$ cat src/rtl/alu_wb_stage.sv
// alu_wb_stage
//   Single-issue ALU stage with a registered write-back port and an iterative
//   shift-add multiplier. Single-cycle ops write back one cycle after they are
//   accepted. MUL stalls intake for 9 cycles and then writes back the product.
//   Source operands bypass from the write-back register when its address
//   matches, so back-to-back dependent instructions need no stall.
//
// Ports
//   clk, rst                      clock, synchronous active-high reset
//   in_valid, in_ready            instruction handshake
//   in_op, in_dst, in_src0/1      opcode, destination and source indices
//   in_imm                        immediate used by LDI
//   rd0_addr/rd1_addr             register-file read addresses (= sources)
//   rd0_data/rd1_data             combinational register-file read data
//   wr_en, wr_addr, wr_data       register-file write port (registered)
//   busy                          high while the multiplier is running
//   retire_cnt                    count of issued register writes, wraps
//
// state | meaning
// ------+------------------------------------------------------------
// RUN   | accepting instructions, single-cycle ops complete here
// MUL   | shift-add multiply in progress, intake stalled
module alu_wb_stage (
  input  logic        clk,
  input  logic        rst,
  input  logic        in_valid,
  output logic        in_ready,
  input  logic [2:0]  in_op,
  input  logic [1:0]  in_dst,
  input  logic [1:0]  in_src0,
  input  logic [1:0]  in_src1,
  input  logic [8:0]  in_imm,
  output logic [1:0]  rd0_addr,
  output logic [1:0]  rd1_addr,
  input  logic [8:0]  rd0_data,
  input  logic [8:0]  rd1_data,
  output logic        wr_en,
  output logic [1:0]  wr_addr,
  output logic [8:0]  wr_data,
  output logic        busy,
  output logic [15:0] retire_cnt
);

  localparam logic [0:0] S_RUN = 1'b0;
  localparam logic [0:0] S_MUL = 1'b1;

  localparam logic [2:0] OP_ADD = 3'b000;
  localparam logic [2:0] OP_SUB = 3'b001;
  localparam logic [2:0] OP_AND = 3'b010;
  localparam logic [2:0] OP_OR  = 3'b011;
  localparam logic [2:0] OP_XOR = 3'b100;
  localparam logic [2:0] OP_LDI = 3'b101;
  localparam logic [2:0] OP_MUL = 3'b110;
  localparam logic [2:0] OP_NOP = 3'b111;

  logic [0:0] state;
  logic [3:0] mul_cnt;
  logic [8:0] mul_acc;
  logic [8:0] mul_cand;
  logic [8:0] mul_plier;
  logic [1:0] mul_dst;

  logic [8:0] op_a;
  logic [8:0] op_b;
  logic [8:0] alu_res;
  logic [8:0] mul_next;
  logic       accept;
  logic       op_writes;

  assign rd0_addr = in_src0;
  assign rd1_addr = in_src1;
  assign in_ready = (state == S_RUN);
  assign busy     = (state == S_MUL);
  assign accept   = in_valid & in_ready;
  assign op_writes = (in_op != OP_NOP) && (in_op != OP_MUL);

  // The write-back register holds the value the register file will see at
  // the end of this cycle, so it is the freshest copy of that register.
  assign op_a = (wr_en && (wr_addr == in_src0)) ? wr_data : rd0_data;
  assign op_b = (wr_en && (wr_addr == in_src1)) ? wr_data : rd1_data;

  // Multiplicand shifts left within 9 bits, so partial products beyond bit 8
  // drop out and the accumulator holds the product modulo 512.
  assign mul_next = mul_acc + (mul_plier[0] ? mul_cand : 9'd0);

  always_comb begin
    alu_res = '0;
    case (in_op)
      OP_ADD:  alu_res = op_a + op_b;
      OP_SUB:  alu_res = op_a - op_b;
      OP_AND:  alu_res = op_a & op_b;
      OP_OR:   alu_res = op_a | op_b;
      OP_XOR:  alu_res = op_a ^ op_b;
      OP_LDI:  alu_res = in_imm;
      default: alu_res = '0;
    endcase
  end

  always_ff @(posedge clk) begin
    if (rst) begin
      state      <= S_RUN;
      wr_en      <= 1'b0;
      wr_addr    <= '0;
      wr_data    <= '0;
      mul_cnt    <= '0;
      mul_acc    <= '0;
      mul_cand   <= '0;
      mul_plier  <= '0;
      mul_dst    <= '0;
      retire_cnt <= '0;
    end else begin
      if (wr_en) retire_cnt <= retire_cnt + 16'd1;

      case (state)
        S_RUN: begin
          if (accept && (in_op == OP_MUL)) begin
            state     <= S_MUL;
            mul_cand  <= op_a;
            mul_plier <= op_b;
            mul_acc   <= '0;
            mul_cnt   <= 4'd9;
            mul_dst   <= in_dst;
            wr_en     <= 1'b0;
          end else if (accept) begin
            wr_en   <= op_writes;
            wr_addr <= in_dst;
            wr_data <= alu_res;
          end else begin
            wr_en <= 1'b0;
          end
        end
        default: begin
          mul_acc   <= mul_next;
          mul_cand  <= {mul_cand[7:0], 1'b0};
          mul_plier <= {1'b0, mul_plier[8:1]};
          mul_cnt   <= mul_cnt - 4'd1;
          if (mul_cnt == 4'd1) begin
            state   <= S_RUN;
            wr_en   <= 1'b1;
            wr_addr <= mul_dst;
            wr_data <= mul_next;
          end else begin
            wr_en <= 1'b0;
          end
        end
      endcase
    end
  end

endmodule
$ cat config.mk
export PLATFORM = sky130hd
export DESIGN_NAME = alu_wb_stage
export DESIGN_NICKNAME = d
export VERILOG_FILES = /design/src/rtl/alu_wb_stage.sv
export SDC_FILE = /design/constraint.sdc
export NUM_CORES = 1
export LEC_CHECK = 0
export ABC_AREA = 1
export ABC_CLOCK_PERIOD_IN_PS = 7700
export BUFFER_PORTS_ARGS = -buffer_cell sky130_fd_sc_hd__buf_4
export CAP_MARGIN = 20
export CELL_PAD_IN_SITES_DETAIL_PLACEMENT = 0
export CELL_PAD_IN_SITES_GLOBAL_PLACEMENT = 1
export CORE_MARGIN = 5
export CORE_UTILIZATION = 44
export CTS_CLUSTER_DIAMETER = 30
export DETAILED_ROUTE_END_ITERATION = 10
export GPL_ROUTABILITY_DRIVEN = 0
export GPL_TIMING_DRIVEN = 0
export PLACE_DENSITY_LB_ADDON = 0.1
export SETUP_SLACK_MARGIN = 0.15
export SLEW_MARGIN = 0
export SYNTH_ARGS = -nofsm -noshare
export SYNTH_HDL_FRONTEND = slang
export SYNTH_SLANG_ARGS = --single-unit
export TNS_END_PERCENT = 100
$ cat constraint.sdc
create_clock -name clk -period 7.7 [get_ports clk]
set_input_delay 1.155 -clock clk [delete_from_list [all_inputs] [get_ports clk]]
set_output_delay 1.155 -clock clk [all_outputs]
set_load 0.02 [all_outputs]
After elaboration in Yosys (flattened, before gate mapping)
Cells that the tools add are included.
- flip-flop bits (word level): 62
- input bits: 39
- add/sub/neg operators: 5
- equal/unequal tests: 13
- muxes and demuxes: 27
- bitwise operators: 5
- reductions and logical operators: 10
- operators by type and width (cell ; number):
    2-to-1 mux 9 bit ; 11
    case mux 9 bit (6 select lines) ; 1
    adder 9 bit ; 2
    adder 16 x 1 -> 16 bit (second input constant) ; 1
    2-to-1 mux 8 bit ; 2
    AND 9 bit ; 1
    equality test 3 bit (second input constant) ; 3
    bitwise OR 9 bit ; 1
    subtractor 9 bit ; 1
    bitwise XOR 9 bit ; 1
    2-to-1 mux 2 bit ; 4
    2-to-1 mux 4 bit ; 2
    2-to-1 mux 1 bit ; 7
    equality test 3 x 2 -> 1 bit (second input constant) ; 2
    inequality test 3 bit (second input constant) ; 2
    equality test 2 bit ; 2
    equality test 4 x 1 -> 1 bit (second input constant) ; 1
    logical AND 1 bit ; 4
    nonzero test 2 bit ; 2
    subtractor 4 x 1 -> 4 bit (second input constant) ; 1
    equality test 3 x 1 -> 1 bit (second input constant) ; 1
    logical NOT 3 bit ; 1
    AND reduction 3 bit ; 1
    inequality test 2 x 1 -> 1 bit (second input constant) ; 1
    5 further kinds ; 5

Depth between registers and ports, before layout
Gate-level depths: netlist (run 1).
- word-level depth: 8
- gate-level depth with buffers: 24
- mapped depth without buffers: 23

Least setup slack after synthesis (run 1)
OpenSTA, ideal clock, no wires.
- path type: input to register
- start point: in in_src1[1]
- end point: reg wr_data[6]
- setup time: 0.125 ns
- arrival time: 3.693 ns
- data required time: 7.575 ns
- path slack: 3.882 ns
- stages on the path: 22
- buffers on the path: 1
- cells stage by stage: inv_1 -> nand2_1 -> nand2_2 -> nand3_2 -> buf_6 -> inv_1 -> o21ai_2 -> ha_1 -> or2_2 -> xnor2_1 -> ha_1 -> inv_1 -> nor2_1 -> o21ai_0 -> nand2_1 -> nand2_1 -> nand2_1 -> a21oi_1 -> nand2_1 -> nor3b_1 -> o21ai_0 -> a31oi_1
- word-level cells in the longest chain between the ends: 8
- RTL lines (what ; line ; text):
    start: declaration ; 31 ; input logic [1:0] in_src1,
    equality test 2 bit * ; 80 ; assign op_b = (wr_en && (wr_addr == in_src1)) ? wr_data : rd1_data;
    logical AND 1 bit * ; 80 ;
    2-to-1 mux 9 bit * ; 80 ;
    subtractor 9 bit, or another cell as far along ; 90 ; OP_SUB: alu_res = op_a - op_b;
    case mux 9 bit (6 select lines) * ; 88 ; case (in_op)
    2-to-1 mux 9 bit * ; 124 ; end else if (accept) begin
    2-to-1 mux 9 bit * ; 116 ; if (accept && (in_op == OP_MUL)) begin
    2-to-1 mux 9 bit * ; 114 ; case (state)
    end signal: assignment ; 127 ; wr_data <= alu_res;
    end signal: assignment ; 141 ; wr_data <= mul_next;
    end: declaration ; 39 ; output logic [8:0] wr_data,
Mark *: on every way between the ends. The rest lies on a longest branch, timed or not. The select of a mux whose other input is x is not followed.
A chain may end at the register's enable or synchronous reset.

Final worst setup path (run 1)
Ends and elaborated chain as after synthesis.

==> flow_summary.toml, run 1 <==
[yosys]
synthArstFlopShare_pct = 0
ys_seq_elements = 62
yosysTopAreaCell = "dfxtp_1"
synth_ff_type = "dfxtp_1"
ys_warn_count = 0
synth.avg_cell_area_um2 = 6.77
syn_inst = 649
synth_top_area_share_pct = 28.2
yosysSeqAreaShare_pct = 28.2
synthesis.nets = 726
syn_area_um2 = 4390
synth.distinct_cells = 44
synth_common_cells = "nand2_1, inv_1, dfxtp_1"
synth.most_common_cell = "nand2_1"
synth_edf_count = 0
synth_area_leaders = "dfxtp_1, nand2_1, ha_1"

[pwr]
ir_drop_mv = 0.0854
power_density_nw_per_um2 = 154
cellLeakagePower_nw = 2.47

[grt]
grtUsageTotal_pct = 22.6
grt_max_degree = 11
antenna_found_initial = 0
grt_overflow = 0
grt_pass1_vias = 4154
grt_pass1_wl_um = 20900

[timing]
min_period_ns = 4.33
slew_headroom_pct = 48.9
setup_viol = 0
finalCritPeriodShare_pct = 56.3
timing.fmax_ghz = 0.231
hold_violations = 0
slew_violations = 0
fin_tns_setup_ns = 0
finalClockSkew_ns = 0.0142
setup_ws_ns = 3.37
rsz0062_at_grt = "false"
tightest_slew_ns = 0.763

[route]
ant_nets = 0
drt_wl_total_um = 13400
dr.pass1.iters = 5
vias_per_cell = 5.20
vias = 4515
drt_iter0_markers = 246
wl_per_cell_um = 15.4
drc_errors = 0

[clocking]
cts_root_buf = "clkbuf_8"
cts_tree = "yes"
path_clk_slew_ns = 0.07
htree_levels = 3
clkSinkCount = 62
cts_resized = 0
cts_buffers = 9
hold_buffers = 0
clockBufferDepth = 2
clock_latency_ns = 0.34
cts_setup_buffers = 0

[placed_design]
dp_hpwl_um = 10700
dpl_worst_slack_ns = 3.08
numPortBuffers = 72

[worst_hold_path]
min_from = "mul_acc[2]$_SDFFE_PP0P_"
min_path_type = "flop to flop"
hold_end = "mul_acc[2]$_SDFFE_PP0P_"
whs_path_depth = 2

[finish]
layout-drive-gt1-share_pct = 19.0
fillers = 1023
diodes = 0
post-route-util_pct = 54.0
syn_to_final_growth_pct = 20.0
nets = 809

[setup_path]
end_kind = "flop"
cp.arrival_ns = 4.52
crit_type = "input pin to flop"
ff2ff_path_depth = 21
slowest_delay_ns = 0.33
start_kind = "input pin"
timing.rr.end = "wr_data[6]$_SDFFE_PP0P_"
path_cells = "buf_4 > inv_1 > nand2_1 > nand2_2 > nand3_2 > buf_6 > inv_1 > o21ai_2 > ha_1 > or2_2 > xnor2_1 > ha_1 > inv_1 > nor2_1 > o21ai_0 > nand2_1 > nand2_1 > nand2_1 > a21oi_1 > nand2_1 > nor3b_1 > o21ai_0 > a31oi_1"
reg2reg_from = "wr_en$_SDFF_PP0_"
worst-path-max-fanout = 10
crit_top_cell = "nand2_1"
cp.required_ns = 7.89
reg2reg_slack_ns = 3.77
crit_slowest_cell = "ha_1"

[floorplan]
core_area_um2 = 9770
chipWidth_um = 110
rows = 36
die-area_um2 = 12100
fp.dieH_um = 110
start_util_pct = 45.0
io_pins = 73

[run]
drv_cap = 0

[status]
status = "finished, final reports clean"
## final cells by class
class / instances / area [µm²] / share of cell area, %
buffer: 24 / 138 / 2.61
clock buffer: 11 / 151 / 2.87
clock inverter: 4 / 22.5 / 0.427
inverter: 92 / 345 / 6.55
multi-input combinational: 471 / 2670 / 50.6
sequential: 62 / 1240 / 23.5
tap: 133 / 166 / 3.15
timing repair buffer: 72 / 541 / 10.2
## cells by family (layout without fill, tap and decap cells)
kind of cell	after synthesis	count (layout)	share of synthesized area, %
adder cells (fa/ha/maj)	38	38	11.2
AND/OR/NAND/NOR	272	272	27.9
flip-flops	62	62	28.2
AO/OA/AOI/OAI	148	148	19.1
XOR/XNOR	13	13	2.59
buffers and inverters	116	203	11.0
## worst max-delay path: cells and delay by family
kind,cells,cell delay (ns)
simple gates,10,1.16
fa+ha+maj,2,0.56
xor+xnor,1,0.13
compound gates,5,0.95
buf+inv,5,0.57
## per-layer routing
metal / track usage, % / vias to the layer above / part of all wire, %
met5: 0 / - / 0
met4: 5.79 / 0 / 1.5
met3: 4.58 / 10 / 7.3
met2: 36.2 / 142 / 45
met1: 31.1 / 2064 / 46
li1: - / 2299 / -
## sequential cells by signal (all words and copies together) (netlist names)
name	cells
busy	1
mul_acc	9
mul_cand	9
mul_cnt	4
mul_dst	2
mul_plier	9
retire_cnt	16
wr_addr	2
wr_data	9
wr_en	1
## stage by stage
| stage | area, µm² | power, W | hold slack, ns | cells |
|---|---|---|---|---|
| detailed placement | 5100 | 0.000560 | 0.463 | 854 |
| global placement | 5100 | 0.000557 | 0.455 | 854 |
| CTS | 5280 | 0.000815 | 0.476 | 869 |
| global route | 5280 | 0.000857 | 0.494 | 869 |
| finish | 5280 | 0.000810 | 0.474 | 869 |
| floorplan | 4390 | 0.000484 | 0.445 | 649 |
## report_power, final
group | internal [W] | switching [W] | leakage, nW
combinational | 0.0000801 | 0.000133 | 1.88
clock | 0.000131 | 0.000124 | 0.0910
sequential | 0.000332 | 0.0000111 | 0.504
## worst max path at each step
stage / from / endpoint / depth (start not counted)
after floorplan: in_src1[1] / wr_data[6]$_SDFFE_PP0P_ / 22
after global placement: in_src1[1] / wr_data[6]$_SDFFE_PP0P_ / 23
after detailed placement: in_src1[1] / wr_data[6]$_SDFFE_PP0P_ / 23
after CTS: in_src1[1] / wr_data[6]$_SDFFE_PP0P_ / 23
after global routing: in_src1[0] / wr_data[6]$_SDFFE_PP0P_ / 23
final: in_src1[1] / wr_data[6]$_SDFFE_PP0P_ / 23
## cells in the final DEF, fill, tap and decap left out, types with 2 or more instances in the layout
cell type,n
or2_2,6
o21ai_1,8
buf_4,77
a22o_1,2
xnor2_1,5
clkbuf_1,11
o221ai_1,2
dfxtp_1,62
clkinv_2,3
nand2_4,6
nand2_1,159
nand3_2,2
nand3_1,26
a31oi_1,27
nand2_2,8
nand4_1,3
nor2_4,2
inv_1,85
a221oi_1,3
buf_2,3
xor2_1,8
nor4_1,3
buf_1,2
o21ai_2,4
inv_2,6
a21oi_2,3
o21ai_0,49
a21oi_1,45
ha_1,36
clkbuf_8,12
buf_6,2
nor2_1,41
fa_1,2
nor3_2,3
nor3_1,9
No activity file was read; power rests on OpenSTA's default activity.
==> inputs of run 2 (changes only) <==
--- a/config.mk
+++ b/config.mk
@@ -6,13 +6,13 @@
 export NUM_CORES = 1
 export LEC_CHECK = 0
 export ABC_AREA = 1
-export ABC_CLOCK_PERIOD_IN_PS = 7700
+export ABC_CLOCK_PERIOD_IN_PS = 3900
 export BUFFER_PORTS_ARGS = -buffer_cell sky130_fd_sc_hd__buf_4
 export CAP_MARGIN = 20
 export CELL_PAD_IN_SITES_DETAIL_PLACEMENT = 0
 export CELL_PAD_IN_SITES_GLOBAL_PLACEMENT = 1
 export CORE_MARGIN = 5
-export CORE_UTILIZATION = 44
+export CORE_UTILIZATION = 37
 export CTS_CLUSTER_DIAMETER = 30
 export DETAILED_ROUTE_END_ITERATION = 10
 export GPL_ROUTABILITY_DRIVEN = 0
==> constraint.sdc (replaced) <==
create_clock -name clk -period 3.9 [get_ports clk]
set_input_delay 0.585 -clock clk [delete_from_list [all_inputs] [get_ports clk]]
set_output_delay 0.585 -clock clk [all_outputs]
set_load 0.02 [all_outputs]
==> run 2 against run 1 <==
Worst hold slack worse by 0.0060 ns. Critical path type is now flop to flop. Cell count is 1.3% higher. Count of clock-buffer cells in the layout is 1 lower. Die area is 17% higher. Highest routed layer unchanged. First-iteration DRC count is 16% higher.
==> flow_summary.toml, run 2 (same netlist as run 1, synthesis figures left out) <==
[timing]
rsz0062_at_grt = "true"
slew_headroom_pct = 48.6
setup_ws_ns = 0.440
hold_violations = 0
tightest_slew_ns = 0.768
fin_tns_setup_ns = 0
min_period_ns = 3.46
slew_violations = 0
finalClockSkew_ns = 0.00787
setup_viol = 0
timing.fmax_ghz = 0.289
finalCritPeriodShare_pct = 88.7

[placed_design]
dpl_worst_slack_ns = -0.125
dp_hpwl_um = 11200
numPortBuffers = 72
placed_area_um2 = 5110

[floorplan]
start_util_pct = 38.2
fp.dieH_um = 119
chipWidth_um = 119
core_area_um2 = 11500
rows = 39
io_pins = 73
die-area_um2 = 14200

[route]
drt_wl_total_um = 14000
vias_per_cell = 5.10
drt_iter0_markers = 285
dr.pass1.iters = 5
wl_per_cell_um = 15.9
highest_layer = "met4"
ant_nets = 0
drt-met1-wl_um = 6610
wl_met3_um = 741
vias = 4491
drc_errors = 0
wl_met2_um = 6310

[finish]
layout-drive-gt1-share_pct = 20.1
regMostFlops = "retire_cnt"
mostFrequentLayoutCells = "nand2_1, inv_1, buf_4"
syn_to_final_growth_pct = 23.3
largest_reg_flops = 16
layout_commonest_cell = "nand2_1"
design_area_um2 = 5420
diodes = 0
nets = 809

[setup_path]
crit_top_cell = "nand2_1"
slowest_delay_ns = 0.38
crit_slowest_cell = "dfxtp_1"
path_cells = "inv_2 > nor2_1 > inv_1 > nand3_2 > buf_6 > inv_1 > nand2_1 > o21ai_2 > ha_1 > or2_2 > xnor2_1 > ha_1 > inv_1 > nor2_1 > o21ai_2 > nand2_2 > nand2_1 > nand2_1 > a21oi_1 > nand2_1 > nor3b_2 > o21ai_1 > a31oi_1"
start_kind = "flop"
crit_family = "simple AND/OR/NAND/NOR gates"
worst-path-max-fanout = 10
worst-path-buf-inv = 5
crit_type = "flop to flop"
end_kind = "flop"
cp.required_ns = 4.11
cp.arrival_ns = 3.67

[clocking]
cts_buffers = 9
clockBufferDepth = 2
clkSinkCount = 62
clock_latency_ns = 0.34
path_clk_slew_ns = 0.06
htree_levels = 3
cts_tree = "yes"
cts_root_buf = "clkbuf_16"

[grt]
grt_max_degree = 13
grt_pass1_wl_um = 22600
antenna_found_initial = 0
grt_pass1_vias = 4323
grtUsageTotal_pct = 20.3
grt_overflow = 0

[run]
drv_cap = 0

[pwr]
ir_drop_mv = 0.265
power_density_nw_per_um2 = 343
cellLeakagePower_nw = 2.52

[worst_hold_path]
min_path_type = "flop to flop"

[status]
status = "finished, final reports clean"
[run 2: cell types whose count changed in the layout (fill, tap and decap cells not counted), moves of 2 or more]
| cell | before | now |
|---|---|---|
| clkbuf_8 | 12 | 2 |
| clkbuf_16 | 0 | 9 |
| o21ai_0 | 49 | 46 |
| clkinv_2 | 3 | 1 |
| clkinvlp_4 | 1 | 3 |
| dfxtp_1 | 62 | 60 |
| inv_6 | 0 | 2 |
| nand2_1 | 159 | 157 |
| nand2_2 | 8 | 10 |
| o21ai_2 | 4 | 6 |
[run 2: final timing paths]
check	start	end	slack, ns	cells after the start
setup / recovery	wr_addr[0]$_SDFFE_PP0P_	wr_data[6]$_SDFFE_PP0P_	0.44	23
hold reg to reg	mul_acc[5]$_SDFFE_PP0P_	mul_acc[5]$_SDFFE_PP0P_	0.47	2
setup reg to reg	wr_addr[0]$_SDFFE_PP0P_	wr_data[6]$_SDFFE_PP0P_	0.44	23
hold / removal	mul_acc[5]$_SDFFE_PP0P_	mul_acc[5]$_SDFFE_PP0P_	0.47	2
[run 2: metrics by stage]
step                utilization [%]  power [W]  hold WS, ns  cells
floorplan                         -   0.000956        0.445    649
global placement               44.4    0.00110        0.456    864
detailed placement             44.4    0.00111        0.464    864
CTS                            46.9    0.00187        0.473    880
global route                   47.1    0.00196        0.491    880
finish                         47.1    0.00186        0.468    880
[run 2: metal layers]
metal	vias to the layer above	global-route usage, %
li1	2302	-
met1	2067	27.0
met2	108	31.8
met3	14	5.55
met4	0	6.52
met5	-	0
[run 2: area by class of cell]
cell class | instances | area [µm²]
fill | 1231 | 6100
clock inverter | 6 | 45.0
sequential | 62 | 1250
clock buffer | 10 | 239
inverter | 92 | 345
timing repair buffer | 72 | 541
tap | 143 | 179
multi-input combinational | 471 | 2690
buffer | 24 | 138
[run 2: worst register-to-register path: stages, from the launching register on]
cell     delay [ns]
dfxtp_1        0.38
inv_2          0.08
nor2_1         0.12
inv_1          0.06
nand3_2        0.10
buf_6          0.17
inv_1          0.12
nand2_1        0.09
o21ai_2        0.09
ha_1           0.23
or2_2          0.30
xnor2_1        0.13
ha_1           0.32
inv_1          0.07
nor2_1         0.06
o21ai_2        0.15
nand2_2        0.10
nand2_1        0.07
nand2_1        0.05
a21oi_1        0.17
nand2_1        0.06
nor3b_2        0.17
o21ai_1        0.17
a31oi_1        0.10
[run 2: what timing repair did]
item / 4_1_cts / 5_1_grt
setup endpoints to repair: 2 / 6
resized for setup: 2 / 10
setup buffers: 0 / 0
hold buffers: 0 / 0
[run 2: where the power goes]
part	leakage (nW)	total (W)	internal (W)	switching, W
sequential	0.504	0.000678	0.000655	0.0000225
combinational	1.88	0.000428	0.000162	0.000266
clock	0.132	0.000754	0.000450	0.000305
total	2.52	0.00186	0.00127	0.000593
==> inputs of run 3 (changes only) <==
--- a/config.mk
+++ b/config.mk
@@ -18,6 +18,7 @@
 export GPL_ROUTABILITY_DRIVEN = 0
 export GPL_TIMING_DRIVEN = 0
 export PLACE_DENSITY_LB_ADDON = 0.1
+export REMOVE_ABC_BUFFERS = 1
 export SETUP_SLACK_MARGIN = 0.15
 export SLEW_MARGIN = 0
 export SYNTH_ARGS = -nofsm -noshare
==> run 3 against run 2 <==
Clock power rose by 11%. Setup slack got worse by 0.083 ns. Routed wire length shrank 5.6%. Critical path depth is 3 lower. Via count is 2.3% lower. Power rose by 3.6%. Combinational power down 4%. Utilization fell by 0.13 points. First-iteration DRC count down 13%. Design area down 0.28%. Largest cell class unchanged.
==> flow_summary.toml, run 3 (same netlist as run 1, synthesis figures left out) <==
[finish]
mostFrequentLayoutCells = "nand2_1, inv_1, buf_4"
layout_commonest_cell = "nand2_1"
design_area_um2 = 5410
post-route-util_pct = 46.9
layout-drive-gt1-share_pct = 20.1
fin_cells = 864
largest_reg_flops = 16
regMostFlops = "retire_cnt"
syn_to_final_growth_pct = 23.0
nets = 793
diodes = 0

[setup_path]
cp.arrival_ns = 3.73
cp.required_ns = 4.09
crit_slowest_cell = "dfxtp_4"
crit_top_cell = "nand2_1"
path_cells = "inv_2 > a21oi_2 > nand3_4 > inv_2 > o21ai_2 > ha_1 > or2_2 > xnor2_1 > ha_1 > inv_1 > nor2_1 > o21ai_1 > nand2_1 > nand2_1 > nand2_1 > a21oi_1 > nand2_1 > nor3b_1 > o21ai_1 > a31oi_1"
cp.depth = 20
ff2ff_path_depth = 20
slowest_delay_ns = 0.39
crit_family = "simple AND/OR/NAND/NOR gates"
worst-path-buf-inv = 3
start_kind = "flop"
end_kind = "flop"
crit_type = "flop to flop"
worst-path-max-fanout = 7

[floorplan]
rows = 39
fp.dieH_um = 119
core_area_um2 = 11500
chipWidth_um = 119
die-area_um2 = 14200
start_util_pct = 38.2
io_pins = 73

[worst_hold_path]
whs_path_depth = 2
min_path_type = "flop to flop"

[grt]
busiest_layer = "met2"
grtUsageMet3_pct = 3.93
grt_max_degree = 41
antenna_found_initial = 0
grt_overflow = 0
use_met1_pct = 26.1
grtUsageTotal_pct = 18.5
grt_pass1_vias = 4111
use_met2_pct = 28.7
grt_pass1_wl_um = 21200

[status]
status = "finished, final reports clean"

[clocking]
clock_latency_ns = 0.33
cts_root_buf = "clkbuf_16"
cts_tree = "yes"
clkSinkCount = 62
path_clk_slew_ns = 0.05
clockBufferDepth = 2
hold_buffers = 0
cts_buffers = 9
htree_levels = 3

[timing]
slew_headroom_pct = 45.7
setup_viol = 0
fin_tns_setup_ns = 0
finalCritPeriodShare_pct = 90.8
rsz0062_at_grt = "false"
setup_ws_ns = 0.357
hold_violations = 0
slew_violations = 0
finalClockSkew_ns = 0.00518
tightest_slew_ns = 0.811
min_period_ns = 3.54
timing.fmax_ghz = 0.282

[route]
dr.pass1.iters = 4
drt_iter0_markers = 248
ant_nets = 0
vias = 4386
wl_per_cell_um = 15.3
drc_errors = 0
vias_per_cell = 5.08
drt_wl_total_um = 13200

[placed_design]
numPortBuffers = 72
dpl_worst_slack_ns = -0.399
placed_cells = 842
placed_area_um2 = 5020
dp_hpwl_um = 10100

[run]
drv_cap = 0

[pwr]
power_density_nw_per_um2 = 357
ir_drop_mv = 0.264
cellLeakagePower_nw = 2.51
==> run 3: report_power, final <==
part | leakage, nW | switching (W) | total [W] | internal (W)
logic | 1.85 | 0.000253 | 0.000410 | 0.000157
clock network | 0.162 | 0.000276 | 0.000837 | 0.000561
registers | 0.505 | 0.0000240 | 0.000680 | 0.000656
==> run 3: cell type report <==
type                            instances  area (µm²)
Timing Repair Buffer                   80         628
Inverter                               92         349
Clock inverter                          3        40.0
Multi-Input combinational cell        471        2680
Sequential cell                        62        1250
Clock buffer                           13         280
Fill cell                            1250        6110
Tap cell                              143         179
==> run 3: worst register-to-register path, delay by kind of cell, from the launching register on <==
| kind | cells | cell delay, ns |
|---|---|---|
| AND/OR/NAND/NOR | 8 | 1.03 |
| buffers and inverters | 3 | 0.30 |
| AO/OA/AOI/OAI | 6 | 0.99 |
| adder cells (fa/ha/maj) | 2 | 0.57 |
| flip-flops | 1 | 0.39 |
| XOR/XNOR | 1 | 0.13 |
==> run 3: stage by stage <==
stage	power [W]	hold WS, ns
finish	0.00193	0.464
global placement	0.00108	0.456
global route	0.00203	0.503
detailed placement	0.00110	0.459
CTS	0.00194	0.467
floorplan	0.000937	0.439
==> run 3: final timing paths <==
kind / startpoint / to / slack (ns)
setup / recovery: wr_en$_SDFF_PP0_ / wr_data[6]$_SDFFE_PP0P_ / 0.36
hold / removal: mul_acc[2]$_SDFFE_PP0P_ / mul_acc[2]$_SDFFE_PP0P_ / 0.46
setup reg to reg: wr_en$_SDFF_PP0_ / wr_data[6]$_SDFFE_PP0P_ / 0.36
hold reg to reg: mul_acc[2]$_SDFFE_PP0P_ / mul_acc[2]$_SDFFE_PP0P_ / 0.46
==> run 3: timing repair <==
item | in CTS | in global routing
endpoints found under the setup margin | 10 | 6
pin swaps | 0 | 2
gates resized for setup | 4 | 8
setup buffers | 0 | 6
==> run 3: metal layers <==
metal	vias to the layer above	share of wire, %
met5	-	0
met2	121	44
met4	0	1.6
met3	17	5.7
li1	2265	-
met1	1983	49
